### src/rtl/goldschmidt_pkg.sv
// Shared types, constants and constant functions for the Goldschmidt divider.
package goldschmidt_pkg;

  localparam int unsigned EW_DEF        = 4;
  localparam int unsigned MW_DEF        = 3;
  localparam int unsigned ITER_DEF      = 3;
  localparam int unsigned GUARD_DEF     = 4;
  localparam int unsigned SEED_BITS_DEF = 3;

  localparam int unsigned FLAG_DBZ = 2;
  localparam int unsigned FLAG_OVF = 1;
  localparam int unsigned FLAG_UNF = 0;

  typedef enum logic [2:0] {
    ST_IDLE,
    ST_N0,
    ST_D0,
    ST_NI,
    ST_DI,
    ST_CORR,
    ST_PACK,
    ST_DONE
  } gs_state_e;

  function automatic int unsigned gs_bias(input int unsigned ew);
    return (32'd1 << (ew - 1)) - 32'd1;
  endfunction

  // Reciprocal of 1.idx (idx on sb bits), truncated to fb fraction bits.
  function automatic int unsigned gs_seed(input int unsigned idx, input int unsigned sb,
                                          input int unsigned fb);
    return (32'd1 << (fb + sb)) / ((32'd1 << sb) + idx);
  endfunction

endpackage

### src/rtl/gs_mul.sv
// Unsigned combinational multiplier shared by every Goldschmidt step.
module gs_mul #(
  parameter int unsigned W = 9
) (
  input  logic [W-1:0]   x,
  input  logic [W-1:0]   y,
  output logic [2*W-1:0] p
);

  assign p = x * y;

endmodule

### src/rtl/goldschmidt_div_seq.sv
// Sequential Goldschmidt floating-point divider, one shared multiplier, fixed latency.
module goldschmidt_div_seq
  import goldschmidt_pkg::*;
#(
  parameter int unsigned EW        = EW_DEF,
  parameter int unsigned MW        = MW_DEF,
  parameter int unsigned ITER      = ITER_DEF,
  parameter int unsigned GUARD     = GUARD_DEF,
  parameter int unsigned SEED_BITS = SEED_BITS_DEF
) (
  input  logic            clk,
  input  logic            rst_n,
  input  logic            in_valid,
  output logic            in_ready,
  input  logic [EW+MW:0]  a,
  input  logic [EW+MW:0]  b,
  output logic            out_valid,
  input  logic            out_ready,
  output logic [EW+MW:0]  q,
  output logic [2:0]      flags
);

  localparam int unsigned FB   = MW + 1 + GUARD;
  localparam int unsigned W    = FB + 1;
  localparam int unsigned QW   = MW + 2;
  localparam int unsigned EXW  = EW + 2;
  localparam int unsigned BIAS = gs_bias(EW);

  gs_state_e state, state_nx;

  logic [EW+MW:0]   ra, rb;
  logic [W-1:0]     n, d;
  logic [QW-1:0]    qc;
  logic [3:0]       cnt;
  logic             ov;

  logic [W-1:0]     mx, my, x0, f;
  logic [2*W-1:0]   p;
  logic [W-1:0]     seed_rom [2**SEED_BITS];

  logic             sgn, a_zero, b_zero;
  logic [EW-1:0]    ea, eb;
  logic [MW:0]      ma, mb;
  logic [QW-1:0]    qt;
  logic [2*W:0]     rem;
  logic             rem_neg, rem_ge;
  logic [EXW-1:0]   e_raw;
  logic             e_ovf, e_unf;
  logic [MW-1:0]    mant;
  logic [EW+MW:0]   q_nx;
  logic [2:0]       f_nx;

  for (genvar i = 0; i < 2**SEED_BITS; i++) begin : g_seed
    assign seed_rom[i] = W'(gs_seed(i, SEED_BITS, FB));
  end

  assign sgn    = ra[EW+MW] ^ rb[EW+MW];
  assign a_zero = (ra[EW+MW-1:0] == '0);
  assign b_zero = (rb[EW+MW-1:0] == '0);
  assign ea     = ra[EW+MW-1:MW];
  assign eb     = rb[EW+MW-1:MW];
  assign ma     = {1'b1, ra[MW-1:0]};
  assign mb     = {1'b1, rb[MW-1:0]};
  assign x0     = seed_rom[rb[MW-1 -: SEED_BITS]];
  assign f      = -d;
  assign qt     = n[W-1:GUARD];

  gs_mul #(.W(W)) u_mul (
    .x (mx),
    .y (my),
    .p (p)
  );

  always_comb begin
    mx = '0;
    my = '0;
    case (state)
      ST_N0:   begin mx = {ma, {(GUARD + 1){1'b0}}}; my = x0; end
      ST_D0:   begin mx = {mb, {(GUARD + 1){1'b0}}}; my = x0; end
      ST_NI:   begin mx = n; my = f; end
      ST_DI:   begin mx = d; my = f; end
      ST_CORR: begin mx = W'(qt); my = W'(mb); end
      default: ;
    endcase
  end

  // qt carries one fraction bit beyond the stored mantissa so that a quotient
  // below 1 still normalises to an exact truncation; the remainder test fixes
  // qt by one ulp in either direction.
  assign rem     = {1'b0, (2*W)'({ma, {(MW + 1){1'b0}}})} - {1'b0, p};
  assign rem_neg = rem[2*W];
  assign rem_ge  = !rem_neg && (rem[2*W-1:0] >= (2*W)'(mb));

  assign e_raw = EXW'(ea) - EXW'(eb) + EXW'(BIAS) - EXW'(!qc[QW-1]);
  assign e_ovf = !e_raw[EXW-1] && (e_raw >= EXW'(2**EW - 1));
  assign e_unf = e_raw[EXW-1] || (e_raw == '0);
  assign mant  = qc[QW-1] ? qc[MW:1] : qc[MW-1:0];

  always_comb begin
    q_nx = '0;
    f_nx = '0;
    if (b_zero) begin
      q_nx           = {sgn, {EW{1'b1}}, {MW{1'b0}}};
      f_nx[FLAG_DBZ] = 1'b1;
    end else if (!a_zero) begin
      if (e_ovf) begin
        q_nx           = {sgn, {EW{1'b1}}, {MW{1'b0}}};
        f_nx[FLAG_OVF] = 1'b1;
      end else if (e_unf) begin
        f_nx[FLAG_UNF] = 1'b1;
      end else begin
        q_nx = {sgn, e_raw[EW-1:0], mant};
      end
    end
  end

  always_comb begin
    state_nx = state;
    case (state)
      ST_IDLE: if (in_valid) state_nx = ST_N0;
      ST_N0:   state_nx = ST_D0;
      ST_D0:   state_nx = ST_NI;
      ST_NI:   state_nx = ST_DI;
      ST_DI:   state_nx = (cnt == 4'(ITER - 1)) ? ST_CORR : ST_NI;
      ST_CORR: state_nx = ST_PACK;
      ST_PACK: state_nx = ST_DONE;
      ST_DONE: if (ov && out_ready) state_nx = ST_IDLE;
      default: state_nx = ST_IDLE;
    endcase
  end

  always_ff @(posedge clk or negedge rst_n) begin
    if (!rst_n) state <= ST_IDLE;
    else        state <= state_nx;
  end

  always_ff @(posedge clk or negedge rst_n) begin
    if (!rst_n) begin
      ra    <= '0;
      rb    <= '0;
      n     <= '0;
      d     <= '0;
      qc    <= '0;
      cnt   <= '0;
      ov    <= 1'b0;
      q     <= '0;
      flags <= '0;
    end else begin
      case (state)
        ST_IDLE: if (in_valid) begin ra <= a; rb <= b; end
        ST_N0:   begin n <= p[FB +: W]; cnt <= '0; end
        ST_D0:   d <= p[FB +: W];
        ST_NI:   n <= p[FB +: W];
        ST_DI:   begin d <= p[FB +: W]; cnt <= cnt + 4'd1; end
        ST_CORR: qc <= rem_neg ? qt - QW'(1) : (rem_ge ? qt + QW'(1) : qt);
        ST_PACK: begin q <= q_nx; flags <= f_nx; end
        ST_DONE: begin
          if (!ov)            ov <= 1'b1;
          else if (out_ready) ov <= 1'b0;
        end
        default: ;
      endcase
    end
  end

  assign in_ready  = (state == ST_IDLE);
  assign out_valid = ov;

endmodule

### config.mk
export PLATFORM = sky130hd
export DESIGN_NAME = goldschmidt_div_seq
export DESIGN_NICKNAME = d
export VERILOG_FILES = /design/src/rtl/goldschmidt_pkg.sv /design/src/rtl/gs_mul.sv /design/src/rtl/goldschmidt_div_seq.sv
export SDC_FILE = /design/constraint.sdc
export NUM_CORES = 1
export LEC_CHECK = 0
export BUFFER_PORTS_ARGS = -buffer_cell sky130_fd_sc_hd__clkbuf_2
export CAP_MARGIN = 5
export CELL_PAD_IN_SITES_DETAIL_PLACEMENT = 1
export CELL_PAD_IN_SITES_GLOBAL_PLACEMENT = 1
export CORE_MARGIN = 2
export CORE_UTILIZATION = 48
export DETAILED_ROUTE_END_ITERATION = 8
export GPL_ROUTABILITY_DRIVEN = 1
export PLACE_DENSITY = 0.89
export SLEW_MARGIN = 20
export SYNTH_ARGS = -nofsm -noshare
export SYNTH_HDL_FRONTEND = slang
export SYNTH_SLANG_ARGS = --single-unit
### constraint.sdc
create_clock -name clk -period 9.76 [get_ports clk]
set_clock_uncertainty 0.2 [all_clocks]
set_input_delay 0.488 -clock clk [delete_from_list [all_inputs] [get_ports clk]]
set_output_delay 0.488 -clock clk [all_outputs]
set_load 0.02 [all_outputs]
==> reports/metrics.cfg <==
[outcome]
status=finished, final reports clean

[yosys]
muxShareOfSynthArea_pct=3.97
synth_simple_gate_area_share_pct=20.9
yosys-top-cells-count=103 x inv_1, 102 x nand2_1, 70 x nor2_1
synth_area_um2=6990
ys_ff_latch=58
synth_edf_count=0
synth-xor-area-share_pct=2.75
synth_top_area_share_pct=20.8
async_flop_share_pct=100
synth_top_area_cell=dfrtp_1
synth_top_family_by_area=adder cells
ys_types=76
synth_area_per_cell_um2=8.31
syn-instance-count=842
ys_warn_count=0
post-synth-top-count-cell=inv_1
synth_nets=979
seq_area_frac_synth_pct=20.8
yosys-top-cells-area=dfrtp_1 21%, fa_1 15%, ha_1 12%
synth_top_flop_cell=dfrtp_1
synthAdderAreaFrac_pct=26.7
synth-compound-area-share_pct=17.8

[timing]
min_period_over_period_pct=91.7
rsz0062_at_grt=no
setup_violations=0
hold_violations=0
setup_ws_ns=0.809
maxSlewHeadroom_pct=25.4
worstMarginPinSlew_ns=1.12
fmax_mhz=112
fin_setup_tns_ns=0
fin_crit_ns=8.95
maxSlewViolCount=0

[drt]
route.antenna.remaining_nets=0
drc=0
wire_per_inst_um=20.7
via_count=6349
wl_um=21700
viasPerCell=6.06
initialDrtViolationCount=487
dr.pass1.iters=4

[clock_tree]
clk_pin_slew_worst_paths_ns=0.05
cts_buffers=9
clock_latency_ns=0.33
cts_hold_buf=0
cts_root_buf=clkbuf_16
htree_levels=3
cts.sinks=58
clock_path_buffers=2
cts_setup_buffers=0
cts_resized=0
cts_tree=built

[global_route]
antenna_found_initial=0
grt.busiest_layer=met2
grt_usage_pct=28.3
use_met2_pct=48.0
grt_overflow=0
grt_pass1_vias=6782
met3_usage_pct=4.25
grt_max_degree=59
grt_pass1_wl_um=35400
use_met1_pct=36.7

[run]
drv_cap=0

[worst_setup_path]
worstSetupEndpointType=flop
r2r_end=qc[3]$_DFFE_PN0N_
worst_setup_path_start_kind=flop
reg2reg_slack_ns=0.81
cp_common_cell=fa_1
max_stage_delay_ns=1.00
cp-startpoint=state[0]$_DFFE_PN0P_
crit_required_ns=9.78
path_cells=nand2b_1 > a21oi_1 > a21oi_1 > o21ai_1 > nand2_1 > fa_1 > inv_1 > fa_1 > fa_1 > inv_1 > fa_1 > inv_1 > ha_1 > and2_4 > a221o_1 > nor3_2 > o211ai_1 > nor4_1 > xor2_1 > nor4_2 > nand3_2 > mux2_4 > a31o_1
r2r_start=state[0]$_DFFE_PN0P_
rr_worst_depth=23
cp_slowest_cell=dfrtp_1
endpoint=qc[3]$_DFFE_PN0N_
worstPathArrival_ns=8.97
worstPathMaxFanout=30
crit_type=reg -> reg

[placed_design]
hpwl_um=16800
port_buffers=32
place_ws_ns=0.973
dp.cells=1033
place.gp.congestion=0.922

[hold_path]
hold_path_class=in -> async

[die]
fp-row-count=44
die_width_um=125
die_y_um=125
coreArea_um2=14400
initial_core_util_pct=48.7
die-area_um2=15600
num_io_pins=33

[finish]
diodes=0
layout.cells.non_filler=1047
syn_to_final_growth_pct=8.21
nets=997
layout-drive-gt1-share_pct=8.81

==> cell type report <==
class	instances	area, um2
clock buffers	12	267
fillers	1772	6800
flip-flops and latches	58	1450
well taps	184	230
multi-input cells	653	5040
clock inverters	2	12.5
repair buffers	35	183
inverters	103	387
==> sequential cells by signal (all words and copies together), names as in the netlist <==
signal     count
d              9
n              9
q              8
ra             8
rb             8
qc             5
cnt            4
flags          3
state          3
out_valid      1
==> layer usage <==
metal	vias to the layer above	routed length, um
met1	3207	9400
met3	64	867
met2	165	10700
met5	-	0
li1	2913	-
met4	0	712
==> placed cells by master (no fill, tap or decap), types with 20 or more instances in the layout <==
cell type / n
nor2_1: 70
nor3_1: 20
ha_1: 65
inv_1: 103
nand2_1: 102
clkbuf_2: 32
fa_1: 52
nand2b_1: 24
dfrtp_1: 58
o21ai_0: 57
a21oi_1: 38
==> worst max-delay path, delay by kind of cell, from the launching register on <==
| family | cells | cell delay (ns) |
|---|---|---|
| AO/OA/AOI/OAI | 6 | 2.33 |
| XOR/XNOR | 1 | 0.16 |
| adder cells (fa/ha/maj) | 5 | 2.56 |
| buffers and inverters | 3 | 0.17 |
| flip-flops | 1 | 1.00 |
| multiplexers | 1 | 0.35 |
| AND/OR/NAND/NOR | 7 | 2.06 |
==> cell families (layout without fill, tap and decap cells) <==
group           count (synthesis)  count (layout)
buf+inv                       131             152
flops                          58              58
simple gates                  297             297
xor+xnor                       22              22
mux                            26              26
compound gates                190             190
fa+ha+maj                     118             118
==> metrics by stage <==
step | hold slack [ns] | utilization, % | area [um2]
after global placement | 0.256 | 50.7 | 7290
after global routing | 0.177 | 52.7 | 7570
after CTS | 0.146 | 52.7 | 7570
after detailed placement | 0.268 | 50.7 | 7290
final | 0.110 | 52.7 | 7570
after floorplan | -0.00759 | - | 6990
==> worst min-delay path by stage <==
| stage | end | slack (ns) |
|---|---|---|
| after floorplan | cnt[0]$_DFFE_PN0P_ | -0.008 |
| after global placement | q[4]$_DFFE_PN0P_ | 0.26 |
| after detailed placement | q[5]$_DFFE_PN0P_ | 0.27 |
| after CTS | q[3]$_DFFE_PN0P_ | 0.15 |
| after global routing | q[1]$_DFFE_PN0P_ | 0.18 |
| final | rb[7]$_DFFE_PN0P_ | 0.11 |
Power is not shown: default switching activity piles up to over one toggle a cycle in this logic, so the estimate is an artifact.
